### src/rtl/period_meter_pkg.sv
// rtl/period_meter_pkg.sv - shared FSM encodings and constants for period_meter
package period_meter_pkg;

  localparam int C_SYNC_STAGES = 2;

  typedef enum logic [1:0] {
    ST_IDLE = 2'd0,
    ST_ARM  = 2'd1,
    ST_MEAS = 2'd2
  } state_t;

endpackage

### src/rtl/sync_edge_detect.sv
// rtl/sync_edge_detect.sv - multi-flop synchronizer with rising-edge pulse, reusable for sensor pins
module sync_edge_detect
  import period_meter_pkg::*;
(
  input  logic i_clk,
  input  logic i_rst_n,
  input  logic i_sig,
  output logic o_edge
);

  logic [C_SYNC_STAGES-1:0] r_sync;
  logic                     r_prev;

  // Shift the pin through the synchronizer and remember the last synchronized level
  always_ff @(posedge i_clk or negedge i_rst_n) begin
    if (!i_rst_n) begin
      r_sync <= '0;
      r_prev <= 1'b0;
    end else begin
      r_sync <= {r_sync[C_SYNC_STAGES-2:0], i_sig};
      r_prev <= r_sync[C_SYNC_STAGES-1];
    end
  end

  assign o_edge = r_sync[C_SYNC_STAGES-1] & ~r_prev;

endmodule

### src/rtl/period_meter.sv
// rtl/period_meter.sv - measures input square-wave period in clock cycles; optional averaging via PERIOD_METER_AVG_EN
module period_meter
  import period_meter_pkg::*;
#(
  parameter int C_BITS     = 16,
  parameter int C_AVG_LOG2 = 2
) (
  input  logic              i_clk,
  input  logic              i_rst_n,
  input  logic              i_enable,
  input  logic              i_sig,
  output logic [C_BITS-1:0] o_period,
  output logic              o_valid,
  output logic              o_timeout
);

  localparam logic [C_BITS-1:0] C_MAX = '1;
  localparam logic [C_BITS-1:0] C_ONE = {{(C_BITS-1){1'b0}}, 1'b1};

  logic              w_edge;
  state_t            r_state;
  logic [C_BITS-1:0] r_count;

  sync_edge_detect u_sync_edge_detect (
    .i_clk   (i_clk),
    .i_rst_n (i_rst_n),
    .i_sig   (i_sig),
    .o_edge  (w_edge)
  );

`ifdef PERIOD_METER_AVG_EN
  localparam logic [C_AVG_LOG2-1:0] C_GRP_ONE = {{(C_AVG_LOG2-1){1'b0}}, 1'b1};

  logic [C_BITS+C_AVG_LOG2-1:0] r_acc;
  logic [C_AVG_LOG2-1:0]        r_grp;
  logic [C_BITS+C_AVG_LOG2-1:0] w_sum;

  // Running group sum including the period that is closing this cycle
  assign w_sum = r_acc + {{C_AVG_LOG2{1'b0}}, r_count};
`endif

  // Measurement FSM: counter runs between consecutive rising edges, outputs registered
  always_ff @(posedge i_clk or negedge i_rst_n) begin
    if (!i_rst_n) begin
      r_state   <= ST_IDLE;
      r_count   <= '0;
      o_period  <= '0;
      o_valid   <= 1'b0;
      o_timeout <= 1'b0;
`ifdef PERIOD_METER_AVG_EN
      r_acc     <= '0;
      r_grp     <= '0;
`endif
    end else begin
      o_valid   <= 1'b0;
      o_timeout <= 1'b0;
      if (!i_enable) begin
        // Drop any partial measurement; two edges are needed after re-enable
        r_state <= ST_IDLE;
        r_count <= '0;
`ifdef PERIOD_METER_AVG_EN
        r_acc   <= '0;
        r_grp   <= '0;
`endif
      end else begin
        case (r_state)
          ST_IDLE: r_state <= ST_ARM;
          ST_ARM: begin
            if (w_edge) begin
              r_state <= ST_MEAS;
              r_count <= C_ONE;
            end
          end
          ST_MEAS: begin
            if (w_edge) begin
              // An edge in the saturating cycle still yields a normal result
              r_count <= C_ONE;
`ifdef PERIOD_METER_AVG_EN
              if (r_grp == '1) begin
                o_period <= w_sum[C_BITS+C_AVG_LOG2-1:C_AVG_LOG2];
                o_valid  <= 1'b1;
                r_acc    <= '0;
                r_grp    <= '0;
              end else begin
                r_acc <= w_sum;
                r_grp <= r_grp + C_GRP_ONE;
              end
`else
              o_period <= r_count;
              o_valid  <= 1'b1;
`endif
            end else if (r_count == C_MAX) begin
              o_timeout <= 1'b1;
              r_state   <= ST_ARM;
              r_count   <= '0;
`ifdef PERIOD_METER_AVG_EN
              r_acc     <= '0;
              r_grp     <= '0;
`endif
            end else begin
              r_count <= r_count + C_ONE;
            end
          end
          default: begin
            r_state <= ST_IDLE;
            r_count <= '0;
          end
        endcase
      end
    end
  end

endmodule

### config.mk
export PLATFORM = sky130hd
export DESIGN_NAME = period_meter
export DESIGN_NICKNAME = d
export VERILOG_FILES = /design/src/rtl/period_meter_pkg.sv /design/src/rtl/sync_edge_detect.sv /design/src/rtl/period_meter.sv
export SDC_FILE = /design/constraint.sdc
export NUM_CORES = 1
export LEC_CHECK = 0
export CAP_MARGIN = 5
export CORE_ASPECT_RATIO = 1.4
export CORE_MARGIN = 3
export CORE_UTILIZATION = 52
export CTS_CLUSTER_SIZE = 20
export DETAILED_ROUTE_END_ITERATION = 6
export PLACE_DENSITY = 0.75
export SLEW_MARGIN = 0
export SYNTH_ARGS = -nofsm -noshare
export SYNTH_HDL_FRONTEND = slang
export SYNTH_HIERARCHICAL = 1
export SYNTH_SLANG_ARGS = --single-unit
### constraint.sdc
create_clock -name i_clk -period 2.66 [get_ports i_clk]
set_clock_uncertainty 0.05 [all_clocks]
set_input_delay 0.266 -clock i_clk [delete_from_list [all_inputs] [get_ports i_clk]]
set_output_delay 0.266 -clock i_clk [all_outputs]
set_load 0.02 [all_outputs]
* Yosys cells after proc, flatten, opt, wreduce, memory -nomap -nowiden
Cells that the tools add are included.
Operators by class: add/sub/neg operators 1, multipliers 0, divide/modulo/power cells 0, order comparisons 0, equal/unequal tests 7, shifts and indexed selects 0, multiplexer cells 17, bitwise operators 2, reductions and logical operators 4
Operators by type and width (count):
- $mux 16 | 4
- $pmux 16 s3 | 1
- $add 16x1->16 const B | 1
- $eq 16x16->1 const B | 1
- $mux 2 | 4
- $mux 1 | 7
- $ne 3x3->1 const B | 2
- $pmux 2 s3 | 1
- $reduce_and 3->1 | 2
- $ne 3x2->1 const B | 1
- $eq 2x1->1 const B | 1
- $eq 2x2->1 const B | 1
- $logic_not 2->1 | 1
- $ne 2x2->1 const B | 1
- $reduce_and 2->1 | 1
- $and 1x1->1 | 1
- $not 1->1 | 1
Word-level totals: register bits after elaboration 39, latch bits 0, memory bits (writable) 0, bits in read-only memories 0, input port bits 4, output and inout bits 18, memories 0

* Depth between registers and ports, before layout
Gate-level depths: netlist of the first run.
depth after elaboration 5, mapped depth 8, mapped depth without buffers 6

* Hierarchy
Netlist of the first run, hierarchy kept.
By module, submodules not included:
- period_meter | times used 1, cells an instance 170, area each 1855.5 µm²
- sync_edge_detect | times used 1, cells an instance 4, area each 88.8 µm²

* Worst setup path before layout of the first run
Ideal clock, no wire load.
path type flip-flop to flip-flop, start reg r_state[0], end reg o_period[10], arrival 1.675 ns, slack 0.810 ns, cell stages (with the launch flop) 7, buffers on the path 2, cell sequence dfrtp_1 inv_1 ha_1 clkbuf_1 nand3_1 buf_2 mux2_2
Between the ends: word-level cells in the longest chain between the ends 2
Ends and longest elaborated chain:
- start, declared | RTL line period_meter.sv:21 | state_t r_state;
- start signal, assigned | RTL line period_meter.sv:45 | r_state <= ST_IDLE;
- start signal, assigned | RTL line period_meter.sv:59 | r_state <= ST_IDLE;
- start signal, assigned | RTL line period_meter.sv:67 | ST_IDLE: r_state <= ST_ARM;
- $eq 2x2->1 | RTL line period_meter.sv:66 | case (r_state)
- $reduce_and 3->1 (no line)
- end signal, assigned | RTL line period_meter.sv:89 | o_period <= r_count;
- end, declared | RTL line period_meter.sv:12 | output logic [C_BITS-1:0] o_period,
Every way passes these cells. A chain may end at the register's enable or synchronous reset.

* Worst setup path in the final report of the first run
start reg r_state[0], end reg r_count[9]
Between the ends: word-level cells in the longest chain between the ends 3, elaborated cells between the ends (all ways) 8, those cells by class eq/ne: 4; mux: 2; reduce/logical: 2
Ends and longest elaborated chain:
- $eq 2x2->1 (tied with other cells) | RTL line period_meter.sv:66
- $pmux 16 s3 (tied with other cells) | RTL line period_meter.sv:66
- $mux 16 / $reduce_and 2->1 (equally long branches)
- end signal, assigned | RTL line period_meter.sv:101 | r_count <= r_count + C_ONE;
- end, declared | RTL line period_meter.sv:22 | logic [C_BITS-1:0] r_count;
Parallel ways exist; a longest one is shown, timed or not.

==> impl_metrics.csv, run 1 <==
group,metric,value,unit
yosys,number_of_synthesized_flops_with_an_enable_pin,0,
yosys,ys_async_sr_fraction,100,%
critical_path,crit_path_start_kind,"register",
yosys,ys_seq_elements,39,
yosys,synth-seq-area-share,50.2,%
floorplan,top_level_ports,22,
critical_path,timing.critical_path.fanout_max,19,
yosys,synthesis.area,1940,um^2
yosys,synth.distinct_cells,45,
cells_and_area,insertedDiodeCount,0,
floorplan,core,3470,um^2
floorplan,cell_row_count,25,
cells_and_area,drive_gt1_share,17.6,%
floorplan,start_util,56.0,%
yosys,number_of_synthesis_warnings,6,
timing,max_freq,0.471,GHz
power_and_ir_drop,power_density,505,nW/um^2
yosys,ys_dominant_reg_cell,"dfrtp_1",
clock_tree,cts_root_buf,"clkbuf_8",
drt,route.antenna.remaining_nets,0,
floorplan,floorplan.die.width,57.7,um
drt,via_per_inst,6.38,
clock_tree,clk_pin_slew,0.08,ns
min_path,timing.hold.worst.class,"in -> async",
placed_design,placement.io_buffers,21,
drt,routed-via-count,1486,
yosys,post_synth_inst_count,174,
global_route,first_pass_grt_wire_length,7140,um
placed_design,hpwlAfterDp,2740,um
timing,relSlewSlack,43.8,%
clock_tree,clk-insertion-delay-late,0.29,ns
critical_path,crit_required,2.82,ns
drt,number_of_design_rule_violations_left_after_detail_routing,0,
timing,postLayoutSetupSlackWorst,0.536,ns
drt,drt_pass1_iterations,4,
cells_and_area,fillCellCount,285,
critical_path,path_cells,"ha_1 > nor2b_4 > o21a_1 > or4_1 > a22oi_1",
clock_tree,cts_inserted_buffers,5,
clock_tree,clock_tree.buffer_depth,2,
timing,final.setup.tns,0,ns
timing,post_route_clock_period_utilization,79.8,%
timing,timing_hold_violations_final,0,
timing,finalSetupViolations,0,
power_and_ir_drop,maximum_vdd_ir_drop,0.402,mV
power_and_ir_drop,power.share.switching,26.4,%
floorplan,die-area,4520,um^2
global_route,grt_use_total,20.3,%
cells_and_area,finish.net_count,200,
critical_path,worst_path_dominant_cell_family,"simple AND/OR/NAND/NOR gates",
timing,slew_limit_fails,0,
clock_tree,post_cts_hold_buffer_count,0,
job,max_cap_violations,0,
power_and_ir_drop,power_leakage,0.000987,uW
timing,transition_time_at_the_pin_with_the_least_slew_margin,0.843,ns
power_and_ir_drop,power_switching,297,uW
global_route,global_route.overflow_total,0,
clock_tree,post-cts-setup-buffers,0,
cells_and_area,layout.cells.non_filler,233,
placed_design,place_ws,0.491,ns
yosys,syn-num-nets,182,
clock_tree,cts.sinks,39,
power_and_ir_drop,combinationalPowerShare,10.7,%
critical_path,critical-path-slowest-cell,"or4_1",
power_and_ir_drop,p_int,828,uW
clock_tree,htree_num_levels,2,
critical_path,critical_path_class,"reg -> reg",
critical_path,worst_setup_path_end_kind,"register",
drt,detail_route.wl_per_cell,17.0,um
timing,rsz_0062_raised_after_global_routing,"no",
global_route,grt_antenna_before_repair,0,
power_and_ir_drop,power_frac_clock,34.7,%
cells_and_area,syn_to_final_growth,14.7,%
global_route,pin_count_of_the_biggest_net_entering_global_routing,40,
clock_tree,postCtsResizedCells,0,
status,run_status,"finished clean",
global_route,grt_pass1_vias,1529,
cells_and_area,finalCoreUtilization,64.2,%
placed_design,dp.cells,225,
critical_path,cp.buffers_inverters,0,
floorplan,die_h,78.4,um
drt,detail_route.wirelength,3960,um
yosys,postSynthAreaPerCell,11.2,um^2
clock_tree,cts_tree,"yes",
critical_path,critPathArrivalTime,2.28,ns
critical_path,slowest_delay,0.54,ns
placed_design,place.gp.congestion,0.887,
drt,first_iter_violations,66,
power_and_ir_drop,power_frac_seq,54.6,%
timing,min_period,2.12,ns
layout by cell type (no fill, tap or decap), drive strengths merged:
master and count:
dfrtp 39, clkdlybuf4s50 20, mux2 15, nand4 13
o21ai 13, nand2 11, nand3 8, nor2 7
o31ai 7, clkbuf 6, inv 4, and2 4
and4 4, ha 4, a22oi 4, nor2b 3
or4 3, buf 3, mux2i 2, a21oi 2
a31oi 2, o311ai 2, nor4 1, nor4b 1
and3 1, or4b 1, and4b 1, o21a 1
nor3 1, o221ai 1, nand4b 1, nor4bb 1
o2bb2a 1, a41oi 1, o41ai 1, a32oi 1
a21o 1, clkinvlp 1, clkinv 1
final timing paths:
check,start,to,cells after the start,slack [ns]
setup / recovery,r_state[0]$_DFFE_PN0P_,r_count[9]$_DFFE_PN0P_,5,0.54
hold / removal,i_rst_n,r_count[1]$_DFFE_PN0P_,1,0.02
setup reg to reg,r_state[0]$_DFFE_PN0P_,r_count[9]$_DFFE_PN0P_,5,0.54
hold reg to reg,u_sync_edge_detect/r_sync[0]$_DFF_PN0_,u_sync_edge_detect/r_sync[1]$_DFF_PN0_,0,0.31
max in group asynchronous,i_rst_n,r_state[1]$_DFFE_PN0P_,1,2.00
min in group i_clk,u_sync_edge_detect/r_sync[0]$_DFF_PN0_,u_sync_edge_detect/r_sync[1]$_DFF_PN0_,0,0.31
state kept, by name (all words and copies together), names as in the netlist:
register                   flops
u_sync_edge_detect/r_sync      2
o_valid                        1
o_timeout                      1
u_sync_edge_detect/r_prev      1
r_state                        2
r_count                       16
o_period                      16
per-layer routing:
| metal | track usage [%] | part of all wire [%] |
|---|---|---|
| met5 | 0 | 0 |
| met4 | 10.7 | 2.3 |
| met3 | 3.29 | 5.6 |
| met2 | 34.0 | 52 |
| met1 | 24.5 | 41 |
power groups by stage:
stage                     Combinational [uW]  Sequential (uW)  Clock (uW)
after detailed placement                 119              626           0
after global routing                     135              617         420
after global placement                   114              625           0
after floorplan                         82.4              624           0
after CTS                                121              614         399
final                                    121              614         391
area by class of cell:
class                           instances  area (um^2)  area share (%)
Inverter                                4         15.0           0.673
Tap cell                               40         50.0            2.24
Sequential cell                        39          976            43.8
Clock inverter                          2         12.5           0.561
Timing Repair Buffer                   23          220            9.88
Clock buffer                            6         72.6            3.25
Multi-Input combinational cell        119          883            39.6
logic make-up (layout without fill, tap and decap cells):
logic type | after synthesis | after routing | share of synthesized area [%]
compound gates | 37 | 37 | 13.2
fa+ha+maj | 4 | 4 | 2.57
buf+inv | 16 | 35 | 4.38
flops | 39 | 39 | 50.2
mux | 17 | 17 | 9.72
simple gates | 61 | 61 | 19.9
per-stage QoR:
stage | total power, uW | hold slack (ns) | area [um^2]
floorplan | 706 | -0.0796 | 1940
global placement | 738 | 0.292 | 2140
detailed placement | 746 | 0.298 | 2140
CTS | 1130 | 0.0519 | 2230
global route | 1170 | 0.0975 | 2230
finish | 1130 | 0.0240 | 2230
cell usage after synthesis (2+ instances only):
cell type / count / area share, %
a21oi_1: 2 / 0.51
a22oi_1: 3 / 1.2
a31oi_1: 2 / 0.64
and2_1: 4 / 1.3
and4_1: 4 / 1.8
buf_2: 5 / 1.3
buf_4: 5 / 1.9
clkbuf_1: 2 / 0.39
dfrtp_1: 39 / 50
ha_1: 4 / 2.6
inv_1: 4 / 0.77
mux2_2: 15 / 8.7
mux2i_1: 2 / 1.0
nand2_1: 10 / 1.9
nand3_1: 7 / 1.8
nand4_1: 12 / 3.9
nor2_1: 7 / 1.4
nor2b_4: 2 / 1.4
o21ai_0: 11 / 2.8
o311ai_1: 2 / 0.90
o31ai_1: 7 / 2.7
or4_1: 2 / 0.77
worst reg2reg max path: stages (launching register included):
cell and delay [ns]:
dfrtp_1 0.44, ha_1 0.29, nor2b_4 0.16, o21a_1 0.39, or4_1 0.54, a22oi_1 0.16
Power figures use the tool's default switching activity.
==> inputs of run 2 (changes only) <==
Clock period 2.66 ns to 2.1 ns, I/O delays scaled along.
==> run 2 against run 1 <==
The run now ends with hold timing left. Die area unchanged. Clock power rose by 28%. Clock-buffer cell count unchanged. Global-route usage is 0.13 points higher. First-iteration DRC count is 17% lower. Power is 28% higher. Final area up 1.8%. Sequential power grew 27%. Highest routed layer unchanged.
==> impl_metrics.csv, run 2 (same netlist as run 1, synthesis figures left out) <==
group,metric,value,unit
status,run_status,"finished with violations",
status,failing_checks,"hold timing",
critical_path,slowest_delay,0.44,ns
cells_and_area,drive_gt1_share,19.8,%
floorplan,die_h,78.4,um
timing,timing_hold_violations_final,39,
timing,finalSetupViolations,0,
cells_and_area,layout_commonest_cell,"dfrtp_1",
power_and_ir_drop,maximum_vdd_ir_drop,0.513,mV
critical_path,timing.critical_path.fanout_max,9,
clock_tree,clk-insertion-delay-late,0.29,ns
drt,number_of_design_rule_violations_left_after_detail_routing,0,
timing,slew_limit_fails,0,
global_route,grt_pass1_vias,1594,
global_route,global_route.overflow_total,0,
cells_and_area,syn_to_final_growth,16.7,%
floorplan,floorplan.die.width,57.7,um
cells_and_area,layout.cells.most_common_list,"dfrtp_1 (39), clkdlybuf4s50_1 (20), mux2_2 (15), nand4_1 (12), o21ai_0 (11)",
min_path,timing.hold.worst.class,"in -> async",
floorplan,cell_row_count,25,
drt,detail_route.wl_per_cell,17.2,um
drt,wl_met1,1670,um
cells_and_area,reg_top3,"o_period x16, r_count x16",
job,max_cap_violations,0,
timing,post_route_clock_period_utilization,93.9,%
critical_path,worst_path_dominant_cell_family,"simple AND/OR/NAND/NOR gates",
cells_and_area,finish.net_count,205,
global_route,pin_count_of_the_biggest_net_entering_global_routing,40,
clock_tree,clk_pin_slew,0.07,ns
drt,route.met2.wl,2140,um
timing,final.setup.tns,0,ns
timing,transition_time_at_the_pin_with_the_least_slew_margin,0.847,ns
drt,detail_route.wirelength,4080,um
clock_tree,clock_tree.buffer_depth,2,
drt,via_per_inst,6.30,
power_and_ir_drop,power_leakage,0.00102,uW
placed_design,placement.io_buffers,21,
drt,top_signal_layer_used,"met4",
timing,min_period,1.97,ns
clock_tree,post-cts-setup-buffers,0,
clock_tree,cts_inserted_buffers,5,
power_and_ir_drop,pwr_total,1440,uW
clock_tree,cts_root_buf,"clkbuf_8",
clock_tree,htree_num_levels,2,
drt,routed-via-count,1494,
power_and_ir_drop,power_density,636,nW/um^2
timing,relSlewSlack,43.5,%
clock_tree,cts.sinks,39,
clock_tree,postCtsResizedCells,0,
critical_path,worst_setup_path_end_kind,"register",
global_route,grt_antenna_before_repair,0,
placed_design,hpwlAfterDp,2940,um
global_route,first_pass_grt_wire_length,7190,um
global_route,grt_use_total,20.4,%
clock_tree,post_cts_hold_buffer_count,0,
drt,first_iter_violations,55,
placed_design,place.gp.congestion,0.912,
timing,timing.hold.ws,-0.0227,ns
floorplan,core,3470,um^2
drt,drt_pass1_iterations,4,
floorplan,top_level_ports,22,
cells_and_area,insertedDiodeCount,0,
timing,rsz_0062_raised_after_global_routing,"no",
critical_path,crit_required,2.24,ns
critical_path,crit_path_start_kind,"register",
critical_path,path_cells,"inv_1 > ha_1 > and4b_1 > nand3_2 > o311ai_1",
critical_path,cp.buffers_inverters,1,
floorplan,die-area,4520,um^2
critical_path,critPathArrivalTime,2.11,ns
clock_tree,cts_tree,"yes",
critical_path,critical_path_class,"reg -> reg",
critical_path,critical-path-slowest-cell,"dfrtp_1",
drt,wl_met3,152,um
cells_and_area,fillCellCount,276,
drt,route.antenna.remaining_nets,0,
timing,max_freq,0.507,GHz
floorplan,start_util,56.0,%
## run 2: cell types whose count changed in the layout (fill, tap and decap cells not counted)
cell        before  now
buf_4            2    7
clkbuf_1         1    0
clkbuf_8         5    6
clkinvlp_4       1    0
## run 2: path summary, 6_finish.rpt
check,startpoint,to,slack [ns],depth (start not counted)
worst max-delay path,r_state[0]$_DFFE_PN0P_,r_count[5]$_DFFE_PN0P_,0.13,5
worst min-delay path,i_rst_n,r_count[13]$_DFFE_PN0P_,-0.02,1
worst max register to register,r_state[0]$_DFFE_PN0P_,r_count[5]$_DFFE_PN0P_,0.13,5
worst min register to register,u_sync_edge_detect/r_sync[0]$_DFF_PN0_,u_sync_edge_detect/r_sync[1]$_DFF_PN0_,0.31,0
max in group asynchronous,i_rst_n,o_period[2]$_DFFE_PN0P_,1.50,1
min in group i_clk,u_sync_edge_detect/r_sync[0]$_DFF_PN0_,u_sync_edge_detect/r_sync[1]$_DFF_PN0_,0.31,0
## run 2: through the flow
step	instance area (um^2)	worst slack, ns	hold WS (ns)	util (%)	cells
2_1_floorplan	1940	0.250	-0.136	-	174
3_3_place_gp	2180	0.279	0.294	62.8	230
4_1_cts	2270	0.151	0.00249	65.4	237
6_report	2270	0.128	-0.0227	65.4	237
3_5_place_dp	2180	0.201	0.291	62.8	230
5_1_grt	2270	0.0123	0.0398	65.4	237
## run 2: final cells by class
cell class	count	area (um^2)	share of cell area, %
Inverter	4	15.0	0.662
Clock buffer	6	82.6	3.64
Sequential cell	39	976	43.0
Tap cell	40	50.0	2.21
Timing Repair Buffer	28	258	11.4
Clock inverter	1	5.00	0.221
Multi-Input combinational cell	119	883	38.9
## run 2: per-layer routing
metal,track usage [%],up-vias
li1,-,701
met1,23.3,743
met2,34.7,36
met3,4.93,14
met4,10.4,0
met5,0,-
## run 2: worst reg2reg max path, stage by stage, from the launching register on
cell and delay, ns:
dfrtp_1 0.44, inv_1 0.13, ha_1 0.33, and4b_1 0.41
nand3_2 0.20, o311ai_1 0.32
## run 2: power breakdown
part           switching (uW)  internal [uW]
registers                16.1            763
logic                     103           60.5
clock network             243            257
==> inputs of run 3 (changes only) <==
Settings changed: CAP_MARGIN 5 to not set, CTS_BUF_LIST set to sky130_fd_sc_hd__clkbuf_8.
==> results of run 3 <==
Final layout, timing and power as in run 2 (identical DEF).
